$ cat src/rtl/srt_div_pkg.sv
// Shared types for the radix-2 SRT divider controller: FSM states, default
// operand width and quotient-digit codes.
package srt_div_pkg;

  localparam int unsigned N_DEFAULT = 8;

  typedef enum logic [3:0] {
    S_IDLE,
    S_LOAD,
    S_NORM,
    S_ITER,
    S_QSUB,
    S_CHK,
    S_CORR,
    S_DENORM,
    S_DONE,
    S_ERR
  } state_t;

  typedef enum logic [1:0] {
    ZERO,
    POS,
    NEG
  } digit_t;

  // Top three remainder bits all equal means |A| is small enough to skip the ALU.
  function automatic digit_t qdigit(input logic [2:0] top3);
    if (top3 == 3'b000 || top3 == 3'b111) return ZERO;
    else if (!top3[2]) return POS;
    else return NEG;
  endfunction

endpackage

$ cat src/rtl/srt_qdigit_sel.sv
// Combinational SRT quotient-digit selection from the top partial-remainder bits.
module srt_qdigit_sel
  import srt_div_pkg::*;
(
  input  logic [2:0] a_top3,
  output logic       q_entry,
  output logic       qp_entry,
  output logic       add_m,
  output logic       sub_m
);

  digit_t dig;

  always_comb begin
    dig      = qdigit(a_top3);
    q_entry  = (dig == POS);
    sub_m    = (dig == POS);
    qp_entry = (dig == NEG);
    add_m    = (dig == NEG);
  end

endmodule

$ cat src/rtl/srt_div_controller.sv
// Control FSM for a radix-2 SRT divider: normalise, iterate, convert the
// redundant quotient, optionally correct, then denormalise the remainder.
module srt_div_controller
  import srt_div_pkg::*;
#(
  parameter int unsigned N = N_DEFAULT
) (
  input  logic       clk,
  input  logic       rst,
  input  logic       start,
  input  logic       m_zero,
  input  logic       m_msb,
  input  logic [2:0] a_top3,
  input  logic       a_sign,
  output logic       load_a,
  output logic       load_q,
  output logic       load_qp,
  output logic       load_m,
  output logic       lshift_m,
  output logic       lshift_aq,
  output logic       lshift_qp,
  output logic       rshift_a,
  output logic       q_entry,
  output logic       qp_entry,
  output logic       add_m,
  output logic       sub_m,
  output logic       q_minus_qp,
  output logic       c_up_qp,
  output logic       busy,
  output logic       done,
  output logic       dbz
);

  localparam int unsigned CW = $clog2(N) + 1;

  state_t          state;
  logic [CW-1:0]   k_cnt;
  logic [CW-1:0]   iter_cnt;
  logic            sel_q, sel_qp, sel_add, sel_sub;

  srt_qdigit_sel u_qdigit_sel (
    .a_top3   (a_top3),
    .q_entry  (sel_q),
    .qp_entry (sel_qp),
    .add_m    (sel_add),
    .sub_m    (sel_sub)
  );

  always_ff @(posedge clk) begin
    if (rst) begin
      state    <= S_IDLE;
      k_cnt    <= '0;
      iter_cnt <= '0;
      busy     <= 1'b0;
      done     <= 1'b0;
      dbz      <= 1'b0;
    end else begin
      done <= 1'b0;
      dbz  <= 1'b0;
      case (state)
        S_IDLE: begin
          if (start) begin
            state <= S_LOAD;
            busy  <= 1'b1;
          end
        end
        S_LOAD: begin
          k_cnt <= '0;
          state <= S_NORM;
        end
        S_NORM: begin
          if (m_zero) begin
            state <= S_ERR;
            busy  <= 1'b0;
            done  <= 1'b1;
            dbz   <= 1'b1;
          end else if (!m_msb) begin
            if (k_cnt != CW'(N - 1)) k_cnt <= k_cnt + 1'b1;
          end else begin
            iter_cnt <= '0;
            state    <= S_ITER;
          end
        end
        S_ITER: begin
          if (iter_cnt != CW'(N)) iter_cnt <= iter_cnt + 1'b1;
          if (iter_cnt == CW'(N - 1)) state <= S_QSUB;
        end
        S_QSUB: state <= S_CHK;
        S_CHK, S_CORR: begin
          // A negative remainder detours through one correction cycle first.
          if (state == S_CHK && a_sign) begin
            state <= S_CORR;
          end else if (k_cnt == '0) begin
            state <= S_DONE;
            busy  <= 1'b0;
            done  <= 1'b1;
          end else begin
            state <= S_DENORM;
          end
        end
        S_DENORM: begin
          if (k_cnt != '0) k_cnt <= k_cnt - 1'b1;
          if (k_cnt <= CW'(1)) begin
            state <= S_DONE;
            busy  <= 1'b0;
            done  <= 1'b1;
          end
        end
        S_DONE:  state <= S_IDLE;
        S_ERR:   state <= S_IDLE;
        default: begin
          state <= S_IDLE;
          busy  <= 1'b0;
        end
      endcase
    end
  end

  // Datapath strobes react to the datapath status bits in the same cycle.
  always_comb begin
    load_a     = 1'b0;
    load_q     = 1'b0;
    load_qp    = 1'b0;
    load_m     = 1'b0;
    lshift_m   = 1'b0;
    lshift_aq  = 1'b0;
    lshift_qp  = 1'b0;
    rshift_a   = 1'b0;
    q_entry    = 1'b0;
    qp_entry   = 1'b0;
    add_m      = 1'b0;
    sub_m      = 1'b0;
    q_minus_qp = 1'b0;
    c_up_qp    = 1'b0;
    case (state)
      S_LOAD: begin
        load_a  = 1'b1;
        load_q  = 1'b1;
        load_qp = 1'b1;
        load_m  = 1'b1;
      end
      S_NORM: begin
        if (!m_zero && !m_msb) begin
          lshift_m  = 1'b1;
          lshift_aq = 1'b1;
        end
      end
      S_ITER: begin
        lshift_aq = 1'b1;
        lshift_qp = 1'b1;
        q_entry   = sel_q;
        qp_entry  = sel_qp;
        add_m     = sel_add;
        sub_m     = sel_sub;
      end
      S_QSUB: q_minus_qp = 1'b1;
      S_CORR: begin
        add_m      = 1'b1;
        c_up_qp    = 1'b1;
        q_minus_qp = 1'b1;
      end
      S_DENORM: rshift_a = 1'b1;
      default: ;
    endcase
  end

endmodule

$ cat config.mk
export PLATFORM = sky130hd
export DESIGN_NAME = srt_div_controller
export DESIGN_NICKNAME = d
export VERILOG_FILES = /design/src/rtl/srt_div_pkg.sv /design/src/rtl/srt_qdigit_sel.sv /design/src/rtl/srt_div_controller.sv
export SDC_FILE = /design/constraint.sdc
export NUM_CORES = 1
export LEC_CHECK = 0
export CAP_MARGIN = 40
export CORE_MARGIN = 1.5
export CORE_UTILIZATION = 49
export CTS_CLUSTER_DIAMETER = 150
export DETAILED_ROUTE_END_ITERATION = 6
export PLACE_DENSITY = 0.78
export SYNTH_ARGS = -nofsm -noshare
export SYNTH_HDL_FRONTEND = slang
export SYNTH_SLANG_ARGS = --single-unit
$ cat constraint.sdc
create_clock -name clk -period 2.15 [get_ports clk]
set_input_delay 0.43 -clock clk [delete_from_list [all_inputs] [get_ports clk]]
set_output_delay 0.43 -clock clk [all_outputs]
set_load 0.03 [all_outputs]
==> impl_metrics.ini <==
[status]
status = finished with violations
failed_checks = setup timing

[finish]
final_area_um2 = 1510
n_fill_cell = 176
layout.cells.non_filler = 206
final_layout_size_suffix_gt1_share_pct = 29.8
num_antenna_cells = 0
finalNetCount = 194
area_delta_synth_final_pct = 34.1

[critical_path]
cp_num_buf_inv = 1
r2r_slack_ns = 0.09
cp_top_family = simple AND/OR/NAND/NOR gates
max_stage_delay_ns = 0.54
cp-start-kind = flop
r2r-start = state[1]$_SDFFE_PP0P_
path_max_fanout = 7
crit_required_ns = 1.72
worstPathArrival_ns = 1.76
crit_type = reg2out
critPathCaptureType = output pin
worstRegToRegCells = 7
timing.rr.end = k_cnt[3]$_SDFFE_PP0P_
cpMaxStageDelayCell = or4b_4
crit_chain = or4b_4, nor3_4, or2_2, buf_6

[worst_hold_path]
holdPathStages = 2
holdCritPathClass = reg2reg
hold_start = iter_cnt[1]$_SDFFE_PP0P_
whs_endpoint = iter_cnt[1]$_SDFFE_PP0P_

[sta]
max_freq_ghz = 0.457
slew_headroom_pct = 58.3
rsz0062_at_grt = yes
finalSetupViolCount = 2
timing.final.crit_share_pct = 102
post-route-min-period_ns = 2.19
skew_ns = 0.0189
final_max_slew_viol_count = 0
worst_pin_slew_ns = 0.623
hold_violations = 0
setup_slack_ns = -0.0370

[synth]
syn_nets = 158
seq_area_frac_synth_pct = 26.6
syn_inst = 143
syn_area_per_cell_um2 = 7.88
synth_ff_type = dfxtp_1
netlist-cell-type-count = 45
ys_async_sr_fraction_pct = 0
synth_area_um2 = 1130
ys_warn_count = 0
synth-edff-count = 0
ys_seq_elements = 15

[global_routing]
grt-ovfl-total = 0
gr-usage-all-layers_pct = 25.6
grt_max_degree = 16
grt_pass1_vias = 1139
antenna_found_initial = 0
grt_pass1_wl_um = 5100

[job]
drv_cap = 0

[clock_network]
numCtsBuffers = 3
clockRootBuffer = clkbuf_4
cts_sinks = 15
clk_latency_ns = 0.30
tritoncts = yes
h-tree-depth = 1
cts.clk_slew.worst_paths_ns = 0.12
postCtsHoldBufs = 0
max-clock-path-buffers = 2

[floorplanning]
die_h_um = 51.0
die-area_um2 = 2600
num_rows = 17
pin_count = 26
die_w_um = 51.0
core_region_area_um2 = 2190
start_util_pct = 51.5

[routing]
wl_um = 2960
drtAntennaViolNets = 0
via_count = 1205
dr.pass1.iters = 4
wl_per_cell_um = 14.4
avgViaCountPerCell = 5.85
drc = 0
drt-initial-drc-count = 36

[pwr]
ir_drop_mv = 0.618
power.density_nw_per_um2 = 780
power.leakage_uw = 0.000613

[placement]
post-dp-hpwl_um = 2070
place_inst = 199
placed_area_um2 = 1430
portBuffers = 25
dp_worst_setup_slack_ns = -0.284
gp_congestion = 0.890
Yosys cell counts (2+ instances only):
cell,count,area [um2]
inv_1,10,37.5
a22oi_1,2,15.0
nor2_1,19,71.3
nor4_1,2,12.5
nand3_1,5,25.0
dfxtp_1,15,300
nand2_1,7,26.3
a21oi_1,9,45.0
nor3_1,10,50.1
buf_4,4,30.0
and3_1,3,18.8
a31oi_1,2,12.5
o221ai_1,2,17.5
ha_1,6,75.1
xnor2_1,2,17.5
a221oi_1,2,17.5
a211oi_1,2,15.0
nand3b_1,3,22.5
clkbuf_1,5,18.8
o21ai_0,5,25.0
a211o_1,2,17.5
or2_2,3,18.8
worst min-delay path, stage by stage (launching register included):
cell     delay, ns
dfxtp_1       0.35
a21oi_1       0.13
nor2_1        0.04
routing by layer:
metal | part of all wire [%] | global-route usage, % | up-vias
li1 | - | - | 583
met3 | 6.6 | 4.09 | 8
met1 | 42 | 30.5 | 565
met2 | 49 | 45.7 | 49
met4 | 1.6 | 9.91 | 0
met5 | 0 | 0 | -
worst max-delay path by stage:
stage                                from   endpoint  slack, ns  cells past startpoint
finish              state[1]$_SDFFE_PP0P_  lshift_aq      -0.04                      4
floorplan           state[3]$_SDFFE_PP0P_      add_m      0.001                      6
CTS                 state[3]$_SDFFE_PP0P_  lshift_aq      -0.07                      5
global placement                a_top3[0]      add_m      -0.27                      5
detailed placement              a_top3[0]      add_m      -0.28                      5
global route        state[3]$_SDFFE_PP0P_  lshift_aq      -0.10                      5
cell type report:
cell class	instances	area (um2)	share of cell area, %
Multi-Input combinational cell	106	733	48.5
Timing Repair Buffer	43	373	24.7
Sequential cell	15	303	20.0
Inverter	10	37.5	2.48
Tap cell	28	35.0	2.32
Clock buffer	3	22.5	1.49
Clock inverter	1	7.51	0.497
power by group:
part	leakage [uW]	switching (uW)	internal (uW)
logic	0.000476	367	293
clock network	0.0000139	105	70.8
registers	0.000123	33.6	309
total	0.000613	506	673
per-stage QoR:
stage                     TNS (ns)  power (uW)  util (%)  hold slack (ns)
after floorplan                  0         773         -            0.503
after global placement      -0.270         953      65.4            0.527
final                      -0.0672        1180      69.0            0.555
after detailed placement    -0.284         963      65.4            0.539
after global routing        -0.195        1260      69.0            0.599
after CTS                   -0.155        1170      68.5            0.555
state kept, by name, indices dropped and copies added, names as in the netlist:
register,flops
done,1
state,4
dbz,1
iter_cnt,4
busy,1
k_cnt,4
logic make-up (layout without fill, tap and decap cells):
group | Yosys count | after routing | synth area share [%]
XOR/XNOR | 3 | 3 | 2.33
AND/OR/NAND/NOR | 61 | 61 | 29.7
adder cells (fa/ha/maj) | 6 | 6 | 6.66
buffers and inverters | 22 | 57 | 9.54
AO/OA/AOI/OAI | 35 | 35 | 24.2
flip-flops | 15 | 15 | 26.6
multiplexers | 1 | 1 | 0.888
layout by cell type (no fill, tap or decap), types with 2 or more instances in the layout:
cell | synthesis | routed
and3_1 | 3 | 3
inv_1 | 10 | 10
ha_1 | 6 | 6
nand3b_1 | 3 | 3
nor4_1 | 2 | 2
a31oi_1 | 2 | 2
o221ai_1 | 2 | 2
buf_4 | 4 | 25
a221oi_1 | 2 | 2
dfxtp_2 | 0 | 2
clkdlybuf4s50_1 | 0 | 11
a211o_1 | 2 | 2
dfxtp_1 | 15 | 13
clkbuf_4 | 0 | 3
buf_6 | 1 | 5
nor2_1 | 19 | 19
or2_2 | 3 | 3
a21oi_1 | 9 | 9
xnor2_1 | 2 | 2
nand3_1 | 5 | 4
nand2_1 | 7 | 7
o21ai_0 | 5 | 4
a22oi_1 | 2 | 2
a211oi_1 | 2 | 2
nor3_1 | 10 | 9
repair_timing:
| action | CTS | global route |
|---|---|---|
| gates cloned | 0 | 0 |
| pin swaps | 1 | 1 |
| resized for setup | 11 | 10 |
| buffers inserted | 3 | 0 |
| setup endpoints to repair | 5 | 7 |
No activity file was read; power rests on OpenSTA's default activity.
